===== src/rtl/mips_pkg.sv =====
// Shared MIPS core definitions: multiply/divide op encodings, HI/LO unit FSM states
// and the per-operation context latched when an operation is accepted.
package mips_pkg;

   localparam int unsigned OP_W = 2;

   typedef enum logic [OP_W-1:0] {
      OP_MULT  = 2'b00,
      OP_MULTU = 2'b01,
      OP_DIV   = 2'b10,
      OP_DIVU  = 2'b11
   } md_op_e;

   typedef enum logic [1:0] {
      ST_IDLE   = 2'b00,
      ST_RUN    = 2'b01,
      ST_FINISH = 2'b10
   } md_state_e;

   typedef struct packed {
      logic is_div;
      logic neg_res;   // negate product / quotient
      logic neg_rem;   // negate remainder (dividend was negative)
      logic b_zero;
   } md_ctx_t;

   function automatic logic op_is_div(input logic [OP_W-1:0] o);
      return (o == OP_DIV) || (o == OP_DIVU);
   endfunction

   function automatic logic op_is_signed(input logic [OP_W-1:0] o);
      return (o == OP_MULT) || (o == OP_DIV);
   endfunction

endpackage


===== src/rtl/muldiv_step.sv =====
// One iteration of the iterative multiplier/divider: add-shift-right for multiply,
// restoring subtract-shift-left for divide. Operates on unsigned magnitudes.
module muldiv_step
   import mips_pkg::*;
#(
   parameter int unsigned WIDTH = 32
) (
   input  logic             is_div,
   input  logic [WIDTH-1:0] acc,
   input  logic [WIDTH-1:0] q,
   input  logic [WIDTH-1:0] opnd,
   output logic [WIDTH-1:0] acc_c,
   output logic [WIDTH-1:0] q_c
);

   logic [WIDTH:0]   sum;
   logic [WIDTH:0]   sh;
   logic [WIDTH-1:0] diff;
   logic             ge;

   // Divide relies on acc < divisor, so a set sh[WIDTH] guarantees the subtract succeeds
   // and the 32-bit difference is exact.
   always_comb begin
      sum   = '0;
      sh    = '0;
      diff  = '0;
      ge    = 1'b0;
      acc_c = acc;
      q_c   = q;
      if (is_div) begin
         sh    = {acc, q[WIDTH-1]};
         diff  = sh[WIDTH-1:0] - opnd;
         ge    = sh[WIDTH] | (sh[WIDTH-1:0] >= opnd);
         acc_c = ge ? diff : sh[WIDTH-1:0];
         q_c   = {q[WIDTH-2:0], ge};
      end else begin
         sum   = {1'b0, acc} + (q[0] ? {1'b0, opnd} : (WIDTH+1)'(0));
         acc_c = sum[WIDTH:1];
         q_c   = {sum[0], q[WIDTH-1:1]};
      end
   end

endmodule


===== src/rtl/muldiv_unit.sv =====
// Iterative MIPS multiply/divide unit with architectural HI/LO registers.
// One bit per RUN cycle on magnitudes; sign fix-up applied on the FINISH edge.
module muldiv_unit
   import mips_pkg::*;
#(
   parameter int unsigned WIDTH  = 32,
   parameter int unsigned N_ITER = 32
) (
   input  logic             clk,
   input  logic             rst_n,
   input  logic             start,
   input  logic [OP_W-1:0]  op,
   input  logic [WIDTH-1:0] a,
   input  logic [WIDTH-1:0] b,
   input  logic             wr_hi,
   input  logic             wr_lo,
   input  logic [WIDTH-1:0] wr_data,
   output logic             busy,
   output logic             done,
   output logic             dbz,
   output logic [WIDTH-1:0] hi,
   output logic [WIDTH-1:0] lo
);

   localparam int unsigned CNT_W = $clog2(N_ITER) + 1;
   localparam int unsigned DW    = 2 * WIDTH;

   md_state_e        state, state_nx;
   logic [CNT_W-1:0] cnt;
   logic [WIDTH-1:0] acc, q, opnd, a_raw;
   logic [WIDTH-1:0] acc_c, q_c;
   md_ctx_t          ctx;

   logic             last_c, load_c, step_c, fin_c, wr_ok_c;
   logic             busy_d, done_d, dbz_d;
   logic             sgn_c, div_c;
   logic [WIDTH-1:0] a_mag_c, b_mag_c;
   logic [DW-1:0]    prod_c;
   logic [WIDTH-1:0] hi_res_c, lo_res_c;

   assign last_c = (cnt == CNT_W'(N_ITER - 1));

   // State register
   always_ff @(posedge clk or negedge rst_n) begin
      if (!rst_n) state <= ST_IDLE;
      else        state <= state_nx;
   end

   // Next-state logic
   always_comb begin
      state_nx = state;
      unique case (state)
         ST_IDLE:   if (start)  state_nx = ST_RUN;
         ST_RUN:    if (last_c) state_nx = ST_FINISH;
         ST_FINISH: state_nx = ST_IDLE;
         default:   state_nx = ST_IDLE;
      endcase
   end

   // Control decode; start has priority over MTHI/MTLO in IDLE
   always_comb begin
      load_c  = 1'b0;
      step_c  = 1'b0;
      fin_c   = 1'b0;
      wr_ok_c = 1'b0;
      unique case (state)
         ST_IDLE: begin
            load_c  = start;
            wr_ok_c = ~start;
         end
         ST_RUN:    step_c = 1'b1;
         ST_FINISH: fin_c  = 1'b1;
         default: ;
      endcase
      busy_d = (state_nx != ST_IDLE);
      done_d = (state == ST_RUN) && last_c;
      dbz_d  = done_d && ctx.is_div && ctx.b_zero;
   end

   // Operand magnitudes for the signed ops
   always_comb begin
      sgn_c   = op_is_signed(op);
      div_c   = op_is_div(op);
      a_mag_c = (sgn_c && a[WIDTH-1]) ? (~a + WIDTH'(1)) : a;
      b_mag_c = (sgn_c && b[WIDTH-1]) ? (~b + WIDTH'(1)) : b;
   end

   muldiv_step #(.WIDTH(WIDTH)) u_step (
      .is_div (ctx.is_div),
      .acc    (acc),
      .q      (q),
      .opnd   (opnd),
      .acc_c  (acc_c),
      .q_c    (q_c)
   );

   // Sign fix-up and divide-by-zero override of the final result
   always_comb begin
      prod_c   = {acc, q};
      hi_res_c = acc;
      lo_res_c = q;
      if (ctx.neg_res) prod_c = ~prod_c + DW'(1);
      if (!ctx.is_div) begin
         {hi_res_c, lo_res_c} = prod_c;
      end else if (ctx.b_zero) begin
         hi_res_c = a_raw;
         lo_res_c = '1;
      end else begin
         lo_res_c = ctx.neg_res ? (~q + WIDTH'(1))   : q;
         hi_res_c = ctx.neg_rem ? (~acc + WIDTH'(1)) : acc;
      end
   end

   // Iteration datapath and counter
   always_ff @(posedge clk or negedge rst_n) begin
      if (!rst_n) begin
         cnt   <= '0;
         acc   <= '0;
         q     <= '0;
         opnd  <= '0;
         a_raw <= '0;
         ctx   <= '0;
      end else if (load_c) begin
         cnt         <= '0;
         acc         <= '0;
         q           <= div_c ? a_mag_c : b_mag_c;
         opnd        <= div_c ? b_mag_c : a_mag_c;
         a_raw       <= a;
         ctx.is_div  <= div_c;
         ctx.neg_res <= sgn_c & (a[WIDTH-1] ^ b[WIDTH-1]);
         ctx.neg_rem <= sgn_c & a[WIDTH-1];
         ctx.b_zero  <= (b == '0);
      end else if (step_c) begin
         cnt <= cnt + CNT_W'(1);
         acc <= acc_c;
         q   <= q_c;
      end
   end

   // Status outputs and HI/LO
   always_ff @(posedge clk or negedge rst_n) begin
      if (!rst_n) begin
         busy <= 1'b0;
         done <= 1'b0;
         dbz  <= 1'b0;
         hi   <= '0;
         lo   <= '0;
      end else begin
         busy <= busy_d;
         done <= done_d;
         dbz  <= dbz_d;
         if (fin_c) begin
            hi <= hi_res_c;
            lo <= lo_res_c;
         end else if (wr_ok_c) begin
            if (wr_hi) hi <= wr_data;
            if (wr_lo) lo <= wr_data;
         end
      end
   end

endmodule


===== config.mk =====
export PLATFORM = sky130hd
export DESIGN_NAME = muldiv_unit
export DESIGN_NICKNAME = d
export VERILOG_FILES = /design/src/rtl/mips_pkg.sv /design/src/rtl/muldiv_step.sv /design/src/rtl/muldiv_unit.sv
export SDC_FILE = /design/constraint.sdc
export NUM_CORES = 1
export LEC_CHECK = 0
export CELL_PAD_IN_SITES_DETAIL_PLACEMENT = 1
export CELL_PAD_IN_SITES_GLOBAL_PLACEMENT = 1
export CORE_MARGIN = 2
export CORE_UTILIZATION = 39
export CTS_BUF_LIST = sky130_fd_sc_hd__clkbuf_16
export CTS_CLUSTER_SIZE = 28
export DETAILED_ROUTE_END_ITERATION = 8
export PLACE_DENSITY = 0.84
export SLEW_MARGIN = 10
export SYNTH_ARGS = -nofsm -noshare
export SYNTH_HDL_FRONTEND = slang
export SYNTH_SLANG_ARGS = --single-unit
export TNS_END_PERCENT = 5

===== constraint.sdc =====
create_clock -name clk -period 3.2 [get_ports clk]
set_input_delay 0.64 -clock clk [delete_from_list [all_inputs] [get_ports clk]]
set_output_delay 0.64 -clock clk [all_outputs]
set_load 0.03 [all_outputs]

==> results of run 1 <==
-- cells in the final DEF (no fill, tap or decap), types with 14 or more instances in the layout --
cell type	instances
sky130_fd_sc_hd__xor2_1	63
sky130_fd_sc_hd__nand4_1	19
sky130_fd_sc_hd__o211ai_1	22
sky130_fd_sc_hd__ha_1	65
sky130_fd_sc_hd__nor2b_1	14
sky130_fd_sc_hd__a22oi_1	14
sky130_fd_sc_hd__a211oi_1	21
sky130_fd_sc_hd__nand2_1	328
sky130_fd_sc_hd__xnor2_1	98
sky130_fd_sc_hd__o21ai_0	229
sky130_fd_sc_hd__o22ai_1	33
sky130_fd_sc_hd__or3_1	20
sky130_fd_sc_hd__clkbuf_16	26
sky130_fd_sc_hd__clkdlybuf4s50_1	167
sky130_fd_sc_hd__a21o_1	34
sky130_fd_sc_hd__mux2i_1	56
sky130_fd_sc_hd__a21oi_1	188
sky130_fd_sc_hd__nand3_1	37
sky130_fd_sc_hd__nor2_1	228
sky130_fd_sc_hd__o31ai_1	26
sky130_fd_sc_hd__dfrtp_1	202
sky130_fd_sc_hd__buf_4	375
sky130_fd_sc_hd__nand2b_1	23
sky130_fd_sc_hd__inv_1	65
sky130_fd_sc_hd__nor3_1	32
sky130_fd_sc_hd__a31oi_1	18
-- power groups by stage --
stage	sequential (uW)	clock [uW]	combinational (uW)
2_1_floorplan	5600	0	10500
3_3_place_gp	5040	0	18700
3_5_place_dp	5130	0	19600
4_1_cts	5110	3200	20000
5_1_grt	5310	3290	22600
6_report	5220	3190	21200
-- repair_timing --
action / 4_1_cts / 5_1_grt
cloned: 0 / 1
pin swaps: 4 / 24
buffers inserted: 1 / 12
endpoints found under the setup margin: 69 / 52
hold endpoints to repair: 31 / 0
resized for setup: 32 / 69
hold buffers: 1 / 0
-- layer usage --
layer | part of all wire [%] | global-route usage (%) | up-vias
met1 | 40 | 45.1 | 10071
met5 | 0.044 | 0 | -
li1 | - | - | 8917
met4 | 5.3 | 15.3 | 6
met2 | 46 | 58.5 | 983
met3 | 8.8 | 7.47 | 278
-- stage by stage --
step,cells,area [sq um]
6_report,3293,23200
5_1_grt,3292,23200
4_1_cts,3280,22800
3_5_place_dp,3230,21800
3_3_place_gp,3230,21800
2_1_floorplan,2253,17200
-- synthesized netlist by cell type, types with 7 or more instances --
cell	n	share of area [%]
sky130_fd_sc_hd__ha_1	69	5.0
sky130_fd_sc_hd__a21o_1	34	1.5
sky130_fd_sc_hd__nor4_1	13	0.47
sky130_fd_sc_hd__nand2b_1	24	0.87
sky130_fd_sc_hd__a31oi_1	20	0.73
sky130_fd_sc_hd__nand3_1	38	1.1
sky130_fd_sc_hd__xnor2_1	99	5.0
sky130_fd_sc_hd__mux2i_1	56	3.3
sky130_fd_sc_hd__dfrtp_1	207	30
sky130_fd_sc_hd__nand2_1	330	7.2
sky130_fd_sc_hd__nor3_1	37	1.1
sky130_fd_sc_hd__a22oi_1	14	0.61
sky130_fd_sc_hd__a22o_1	11	0.56
sky130_fd_sc_hd__xor2_1	65	3.3
sky130_fd_sc_hd__or2_2	7	0.25
sky130_fd_sc_hd__inv_1	65	1.4
sky130_fd_sc_hd__nor2_1	230	5.0
sky130_fd_sc_hd__clkbuf_1	111	2.4
sky130_fd_sc_hd__buf_2	7	0.20
sky130_fd_sc_hd__o21ai_0	240	7.0
sky130_fd_sc_hd__o41ai_1	14	0.71
sky130_fd_sc_hd__nor2b_1	16	0.58
sky130_fd_sc_hd__o22ai_1	34	1.2
sky130_fd_sc_hd__o31ai_1	28	1.2
sky130_fd_sc_hd__and3_1	13	0.47
sky130_fd_sc_hd__or3_1	23	0.84
sky130_fd_sc_hd__buf_1	12	0.26
sky130_fd_sc_hd__a211oi_1	26	1.1
sky130_fd_sc_hd__o21bai_1	10	0.44
sky130_fd_sc_hd__and2_1	10	0.36
sky130_fd_sc_hd__or4_1	12	0.52
sky130_fd_sc_hd__o211ai_1	22	0.96
sky130_fd_sc_hd__a21oi_1	200	5.8
sky130_fd_sc_hd__a211o_1	7	0.36
sky130_fd_sc_hd__nand4_1	19	0.69
sky130_fd_sc_hd__o21a_1	10	0.44
sky130_fd_sc_hd__a221o_1	11	0.64
-- sequential cells by signal, summed over array words and instances (netlist names) --
name,flops
a_raw,32
acc,32
hi,32
lo,32
opnd,32
q,32
cnt,6
ctx,4
state,2
busy,1
dbz,1
done,1
-- cells by family after synthesis --
| logic type | after synthesis |
|---|---|
| XOR/XNOR | 164 |
| adder cells (fa/ha/maj) | 71 |
| buffers and inverters | 214 |
| AO/OA/AOI/OAI | 737 |
| flip-flops | 207 |
| multiplexers | 62 |
| AND/OR/NAND/NOR | 798 |
-- worst min-delay path, stage by stage (launching register included) --
cell,delay (ns)
sky130_fd_sc_hd__dfrtp_1,0.34
sky130_fd_sc_hd__nand2_1,0.05
sky130_fd_sc_hd__nand3_1,0.05
-- worst paths after layout --
path	startpoint	endpoint	slack, ns	cells after the start
worst max-delay path	acc[12]	hi[26]	-0.04	9
worst min-delay path	hi[9]	hi[9]	0.48	2
worst max register to register	acc[12]	hi[26]	-0.04	9
worst min register to register	hi[9]	hi[9]	0.48	2
max in group asynchronous	rst_n	opnd[13]	1.70	3
min in group asynchronous	rst_n	hi[13]	0.55	2
-- area by class of cell --
| class | count | area, sq um |
|---|---|---|
| multi-input cells | 1833 | 11500 |
| inverters | 68 | 255 |
| fillers | 5228 | 20000 |
| clock inverters | 22 | 251 |
| diodes | 1 | 2.50 |
| repair buffers | 551 | 4630 |
| clock buffers | 26 | 651 |
| well taps | 585 | 732 |
| flip-flops and latches | 207 | 5190 |
==> flow_summary.ini, run 1 <==
[status]
run_status = finished with violations
violations = setup timing

[clocking]
clock_sinks = 207
cts.path.max_buffers = 3
cts_tree = built
cts.clk_slew.worst_paths_ns = 0.06
number_of_buffers_added_by_the_clock_tree_synthesis_step = 26
clock_tree.htree_level_count = 1
worst_skew_pair.late_latency_ns = 0.56
clockRootBuffer = sky130_fd_sc_hd__clkbuf_16

[route]
wl_um = 84500
route.detailed.wl_per_inst_um = 25.7
avgViaCountPerCell = 6.15
detail_route.first_pass.iterations = 8
drc = 0
number_of_vias_after_detailed_routing = 20255
antenna_left = 0
drt_first_iter_violations = 1863

[power]
power.net_switching_uw = 14800
pwr-share-clk_pct = 10.8
power.ir.vdd_worst_uv = 532
power_density_nw_per_um2 = 1280
internal_power_uw = 14800
static-leakage-power_uw = 0.0101
sw_frac_of_total_pct = 49.9
seq_power_share_pct = 17.6
comb_power_share_pct = 71.6
p_total_uw = 29600

[sta]
setup_slack_ns = -0.0381
final_max_slew_viol_count = 0
hold_viol_final = 0
fin_hold_ws_ns = 0.479
slew_at_the_pin_closest_to_its_max_slew_limit_ns = 0.960
grt_setup_unrepaired = true
period_share_pct = 101
finalSetupViolCount = 2
fin_crit_ns = 3.24
final.setup.tns_ns = -0.0720
clock-skew-final_ns = 0.0116
achievable-frequency_ghz = 0.309
slew_headroom_pct = 35.8

[yosys]
synth_adder_area_share_pct = 5.26
synth_xor_area_share_pct = 8.36
synth_ff_type = sky130_fd_sc_hd__dfrtp_1
ys_ff_latch = 207
syn-mean-instance-area_sq_um = 7.63
synth-compound-area-share_pct = 26.2
sequential_fraction_of_the_synthesis_area_pct = 30.1
postSynthNetCount = 2427
yosysWarningCount = 0
synth-edff-count = 0
synthMuxAreaShare_pct = 3.65
ys_types = 80
syn-instance-count = 2253
synth_top_family_by_area = compound AO/OA/AOI/OAI gates
synthSimpleGateAreaFrac_pct = 20.8
syn-cell-area_sq_um = 17200
asyncSetResetFlopFracSynth_pct = 100

[critical_path]
critical_path_peak_fanout = 4
startpoint_type = flip-flop
timing.critical_path.cells = or4_4, or3_4, or3_4, or4b_4, o21ai_2, xnor2_1, nor2_1, a211oi_2, a221o_1
worst_ep_required_time_ns = 3.70
worst_path_dominant_cell_family = simple AND/OR/NAND/NOR gates
worstSetupPathType = reg -> reg
critPathArrivalTime_ns = 3.73
crit_path_max_incr_delay_ns = 0.61
timing.critical_path.buf_inv = 0
crit_slowest_cell = sky130_fd_sc_hd__or4_4
critPathCaptureType = flip-flop
critical-path-top-cell-by-count = sky130_fd_sc_hd__or3_4

[floorplan]
pin_count = 170
core_area_sq_um = 43300
die_w_um = 214
row_count = 76
fp.dieArea_sq_um = 45800
initial_utilization_pct = 39.7
chipHeight_um = 214

[finish]
drive_gt1_share_pct = 19.5
finish.net_count = 2861
finalCoreUtilization_pct = 53.7
synthToLayoutAreaGrowth_pct = 35.1

[global_route]
grt_max_degree = 93
first_global_vias = 20871
grt_pass1_wl_um = 127000
globalRoute.totalOverflow = 0
grt.total_usage_pct = 35.6
antenna_found_initial = 6

[placed_design]
placement.setup.worst_slack_ns = -0.661
hpwlAfterDp_um = 65900
gpl.final_weighted_congestion = 1.02
port_buffers = 169

[hold_path]
worstHoldPathType = reg -> reg

[job]
maxCapViolations = 0
Power figures use the tool's default switching activity.
==> run 2: changes to the inputs <==
--- a/config.mk
+++ b/config.mk
@@ -8,11 +8,12 @@
 export CELL_PAD_IN_SITES_DETAIL_PLACEMENT = 1
 export CELL_PAD_IN_SITES_GLOBAL_PLACEMENT = 1
 export CORE_MARGIN = 2
-export CORE_UTILIZATION = 39
+export CORE_UTILIZATION = 44
 export CTS_BUF_LIST = sky130_fd_sc_hd__clkbuf_16
 export CTS_CLUSTER_SIZE = 28
 export DETAILED_ROUTE_END_ITERATION = 8
-export PLACE_DENSITY = 0.84
+export PLACE_DENSITY = 0.89
+export REMOVE_ABC_BUFFERS = 1
 export SLEW_MARGIN = 10
 export SYNTH_ARGS = -nofsm -noshare
 export SYNTH_HDL_FRONTEND = slang
==> constraint.sdc (replaced) <==
create_clock -name clk -period 3.1 [get_ports clk]
set_input_delay 0.62 -clock clk [delete_from_list [all_inputs] [get_ports clk]]
set_output_delay 0.62 -clock clk [all_outputs]
set_load 0.03 [all_outputs]
==> flow_summary.ini, run 2 (synthesized netlist as in run 1, its figures left out) <==
[floorplan]
core_area_sq_um = 38600
initial_utilization_pct = 44.5
fp.dieArea_sq_um = 40700
die_w_um = 202
chipHeight_um = 202
pin_count = 170
row_count = 72

[critical_path]
worst_ep_required_time_ns = 3.54
worstSetupPathType = reg -> reg
crit_path_max_incr_delay_ns = 0.54
rr_worst_depth = 11
timing.reg2reg.setup_slack_ns = -0.24
critPathCaptureType = flip-flop
timing.critical_path.cells = nor3_1, nand4b_1, buf_4, or3_4, or4b_4, o21ai_2, xnor2_1, nor2_1, a211oi_1, buf_4, a221o_1
startpoint_type = flip-flop
crit_slowest_cell = sky130_fd_sc_hd__or4b_4
critical_path_peak_fanout = 5
reg2reg_launch_point = acc[9]
critical-path-top-cell-by-count = sky130_fd_sc_hd__buf_4
worst_r2r_endpoint = hi[26]
critPathArrivalTime_ns = 3.78

[global_route]
antenna_found_initial = 5
grt_pass1_wl_um = 132000
grt_max_degree = 110
grt.total_usage_pct = 41.6
globalRoute.totalOverflow = 0
first_global_vias = 22106

[route]
drc = 1
avgViaCountPerCell = 6.81
drt_first_iter_violations = 2687
route.detailed.wl_per_inst_um = 29.2
wl_um = 93700
antenna_left = 0
detail_route.first_pass.iterations = 9
number_of_vias_after_detailed_routing = 21815

[sta]
period_share_pct = 108
setup_slack_ns = -0.241
fin_crit_ns = 3.34
grt_setup_unrepaired = true
finalSetupViolCount = 38
slew_at_the_pin_closest_to_its_max_slew_limit_ns = 1.20
achievable-frequency_ghz = 0.299
clock-skew-final_ns = 0.0267
final_max_slew_viol_count = 0
hold_viol_final = 0
slew_headroom_pct = 20.3

[finish]
finish.net_count = 2839
most-common-layout-cells = sky130_fd_sc_hd__buf_4, sky130_fd_sc_hd__nand2_1, sky130_fd_sc_hd__nor2_1
final_area_sq_um = 23200
synthToLayoutAreaGrowth_pct = 34.8
stdcell_count = 3205
n_fill_cell = 4619
drive_gt1_share_pct = 20.4
final_common_cell = sky130_fd_sc_hd__buf_4

[clocking]
cts_hold_buffers = 0
worst_skew_pair.late_latency_ns = 0.57
number_of_buffers_added_by_the_clock_tree_synthesis_step = 26
clock_sinks = 207
cts.clk_slew.worst_paths_ns = 0.06
cts.path.max_buffers = 3
cts_tree = built
clock_tree.htree_level_count = 1
clockRootBuffer = sky130_fd_sc_hd__clkbuf_16

[power]
p_total_uw = 30600
power.ir.vdd_worst_uv = 594
static-leakage-power_uw = 0.0101
power_density_nw_per_um2 = 1320

[placed_design]
hpwlAfterDp_um = 62000
dp_cells = 3144
placement.setup.worst_slack_ns = -0.637
port_buffers = 169
gpl.final_weighted_congestion = 0.992
detailed_place.area_sq_um = 21600

[job]
maxCapViolations = 0

[hold_path]
worstHoldPathType = in -> async

[status]
run_status = finished with violations
violations = DRC, setup timing
-- run 2: changes by cell type in the layout (fill, tap and decap cells not counted), moves of 6 or more --
cell,change
sky130_fd_sc_hd__a21oi_2,+8
sky130_fd_sc_hd__buf_12,+6
sky130_fd_sc_hd__buf_4,-31
sky130_fd_sc_hd__o21ai_0,-6
sky130_fd_sc_hd__o41ai_1,-6
sky130_fd_sc_hd__o41ai_2,+7
-- run 2: per-stage QoR --
step / TNS [ns] / hold WS (ns) / utilization [%]
after floorplan: -347.15 / 0.324 / -
after global placement: -12.19 / 0.452 / 55.9
after detailed placement: -23.52 / 0.468 / 55.9
after CTS: -0.327 / 0.126 / 58.6
after global routing: -8.95 / 0.113 / 59.9
final: -3.36 / 0.0414 / 60.0
-- run 2: worst max path at each step --
stage | startpoint | end | slack, ns | depth (start not counted)
detailed placement | b[4] | q[21] | -0.64 | 9
floorplan | start | acc[26] | -4.67 | 6
finish | acc[9] | hi[26] | -0.24 | 11
CTS | acc[13] | hi[26] | -0.1 | 10
global placement | b[4] | q[21] | -0.50 | 9
global route | q[9] | hi[9] | -0.46 | 12
-- run 2: critical path, delay by kind of cell (launching register included) --
family	cells	cell delay (ns)
buffers and inverters	2	0.42
DFF	1	0.52
AOI/OAI and AO/OA	3	0.48
and+or+nand+nor	5	1.72
xor gates and xnor gates	1	0.08
-- run 2: layout make-up --
class,count,area (sq um),area share [%]
multi-input cells,1832,11700,50.4
diodes,2,5.00,0.0216
well taps,518,648,2.80
repair buffers,530,4570,19.7
clock buffers,27,676,2.92
clock inverters,21,138,0.594
inverters,68,255,1.10
flip-flops and latches,207,5190,22.4
-- run 2: power breakdown --
group | total, uW | internal, uW | switching, uW
Sequential | 5510 | 4070 | 1440
Clock | 3090 | 1670 | 1420
Combinational | 22000 | 9330 | 12600
Total | 30600 | 15100 | 15500
-- run 2: what timing repair did --
| action | in CTS | in global routing |
|---|---|---|
| pin swaps | 8 | 46 |
| endpoints found under the setup margin | 61 | 76 |
| buffers inserted | 3 | 8 |
| gates resized for setup | 53 | 109 |
-- run 2: metal layers --
metal	vias up	part of all wire (%)	GRT usage [%]
li1	8884	-	-
met1	10571	36	50.0
met2	1731	44	66.8
met3	621	11	7.97
met4	8	8.9	30.3
met5	-	0.067	0
==> run 3: changes to the inputs <==
--- a/config.mk
+++ b/config.mk
@@ -14,7 +14,7 @@
 export DETAILED_ROUTE_END_ITERATION = 8
 export PLACE_DENSITY = 0.89
 export REMOVE_ABC_BUFFERS = 1
-export SLEW_MARGIN = 10
+export SLEW_MARGIN = 20
 export SYNTH_ARGS = -nofsm -noshare
 export SYNTH_HDL_FRONTEND = slang
 export SYNTH_SLANG_ARGS = --single-unit
==> constraint.sdc (replaced) <==
create_clock -name clk -period 3.2 [get_ports clk]
set_input_delay 0.64 -clock clk [delete_from_list [all_inputs] [get_ports clk]]
set_output_delay 0.64 -clock clk [all_outputs]
set_load 0.03 [all_outputs]
==> flow_summary.ini, run 3 (synthesized netlist as in run 1, its figures left out) <==
[clocking]
clock_tree.htree_level_count = 1
clockRootBuffer = sky130_fd_sc_hd__clkbuf_16
cts.path.max_buffers = 3
cts_tree = built
number_of_buffers_added_by_the_clock_tree_synthesis_step = 26
cts.clk_slew.worst_paths_ns = 0.06
worst_skew_pair.late_latency_ns = 0.58
clock_sinks = 207

[placed_design]
port_buffers = 169
placement.setup.worst_slack_ns = -0.602
hpwlAfterDp_um = 63700
gpl.final_weighted_congestion = 0.973

[finish]
finish.net_count = 2858
multi_input_area_sq_um = 11600
synthToLayoutAreaGrowth_pct = 35.2
drive_gt1_share_pct = 20.1
ff_latch_area_sq_um = 5190
most-common-layout-cells = sky130_fd_sc_hd__buf_4, sky130_fd_sc_hd__nand2_1, sky130_fd_sc_hd__nor2_1
finalCoreUtilization_pct = 60.1
n_fill_cell = 4662
final_common_cell = sky130_fd_sc_hd__buf_4

[route]
antenna_left = 0
wl_um = 92700
number_of_vias_after_detailed_routing = 21745
drc = 0
route.detailed.wl_per_inst_um = 28.8
drt_first_iter_violations = 2647
detail_route.first_pass.iterations = 6
avgViaCountPerCell = 6.75

[floorplan]
fp.dieArea_sq_um = 40700
pin_count = 170
die_w_um = 202
core_area_sq_um = 38600
initial_utilization_pct = 44.5
row_count = 72
chipHeight_um = 202

[global_route]
grt.busiest_layer = met2
grt_max_degree = 93
grt_pass1_wl_um = 135000
grt_use_met1_pct = 50.7
globalRoute.totalOverflow = 0
antenna_found_initial = 5
first_global_vias = 22673
grt.total_usage_pct = 43.1
gr-usage-met3_pct = 9.86
grt_util_met2_pct = 69.5

[power]
static-leakage-power_uw = 0.0102
power_density_nw_per_um2 = 1290
power.ir.vdd_worst_uv = 630

[critical_path]
startpoint_type = input port
worst_ep_required_time_ns = 3.61
reg2reg_launch_point = q[4]
critPathArrivalTime_ns = 3.78
rr_worst_depth = 11
timing.reg2reg.setup_slack_ns = -0.13
cp-startpoint = a[12]
critPathCaptureType = flip-flop
critical_path_peak_fanout = 3
worstSetupPathType = in -> reg
worst_r2r_endpoint = hi[1]

[sta]
slew_at_the_pin_closest_to_its_max_slew_limit_ns = 0.991
hold_viol_final = 0
fin_crit_ns = 3.37
grt_setup_unrepaired = true
achievable-frequency_ghz = 0.297
setup_slack_ns = -0.171
finalSetupViolCount = 9
clock-skew-final_ns = 0.0226
slew_headroom_pct = 33.7
period_share_pct = 105
final_max_slew_viol_count = 0

[status]
run_status = finished with violations
violations = setup timing

[hold_path]
worstHoldPathType = in -> async

[job]
maxCapViolations = 0
## run 3: cell types whose count changed in the layout (fill, tap and decap cells not counted), sizes merged
cell           change
dlymetal6s2s       -1
clkinvlp           -2
bufinv             +5
clkdlybuf4s50      +1
clkbuf             +2
buf               +17
clkinv             -4
diode              -1
## run 3: metrics by stage
step                hold WS [ns]  total power [uW]  std cells  TNS [ns]  cell area, sq um
detailed placement         0.461             24300       3160    -15.27             21700
floorplan                  0.344             15900       2107   -333.55             16500
global placement           0.453             23200       3160     -6.81             21700
finish                    0.0471             30000       3222    -0.610             23200
CTS                        0.111             28200       3210   -0.0256             22700
global route               0.107             31400       3221     -2.28             23200
## run 3: worst max-delay path by stage
stage | endpoint | slack (ns)
2_1_floorplan | acc[26] | -4.59
3_3_place_gp | q[21] | -0.41
3_5_place_dp | q[21] | -0.60
4_1_cts | acc[21] | -0.03
5_1_grt | opnd[21] | -0.21
6_report | opnd[21] | -0.17
## run 3: per-layer routing
layer | part of all wire (%) | up-vias
li1 | - | 8913
met1 | 36 | 10601
met2 | 45 | 1634
met3 | 9.9 | 589
met4 | 8.9 | 8
met5 | 0.061 | -
## run 3: final cells by class
cell class | count | share of cell area, %
inverters | 68 | 1.11
diodes | 1 | 0.0108
well taps | 518 | 2.79
flip-flops and latches | 207 | 22.3
multi-input cells | 1832 | 49.7
repair buffers | 549 | 20.1
clock buffers | 27 | 2.91
clock inverters | 20 | 1.05
## run 3: critical path, stage by stage
cell	delay, ns
sky130_fd_sc_hd__clkdlybuf4s50_1	0.47
sky130_fd_sc_hd__or4_1	0.58
sky130_fd_sc_hd__or3_1	0.40
sky130_fd_sc_hd__buf_4	0.18
sky130_fd_sc_hd__nor3_2	0.22
sky130_fd_sc_hd__buf_4	0.20
sky130_fd_sc_hd__a21oi_1	0.15
sky130_fd_sc_hd__xnor2_2	0.50
sky130_fd_sc_hd__nor2_1	0.14
sky130_fd_sc_hd__a21oi_1	0.19
sky130_fd_sc_hd__o21ai_0	0.12
## run 3: power breakdown
group / switching [uW] / internal (uW) / leakage, uW
logic: 12100 / 9180 / 0.00716
registers: 1400 / 3950 / 0.00255
clock network: 1350 / 2000 / 0.000469
total: 14900 / 15100 / 0.0102
## run 3: what timing repair did
item | 4_1_cts | 5_1_grt
buffers inserted | 3 | 10
pin swaps | 4 | 37
gates cloned | 0 | 1
setup endpoints to repair | 43 | 69
hold buffers | 0 | 0
gates resized for setup | 36 | 93
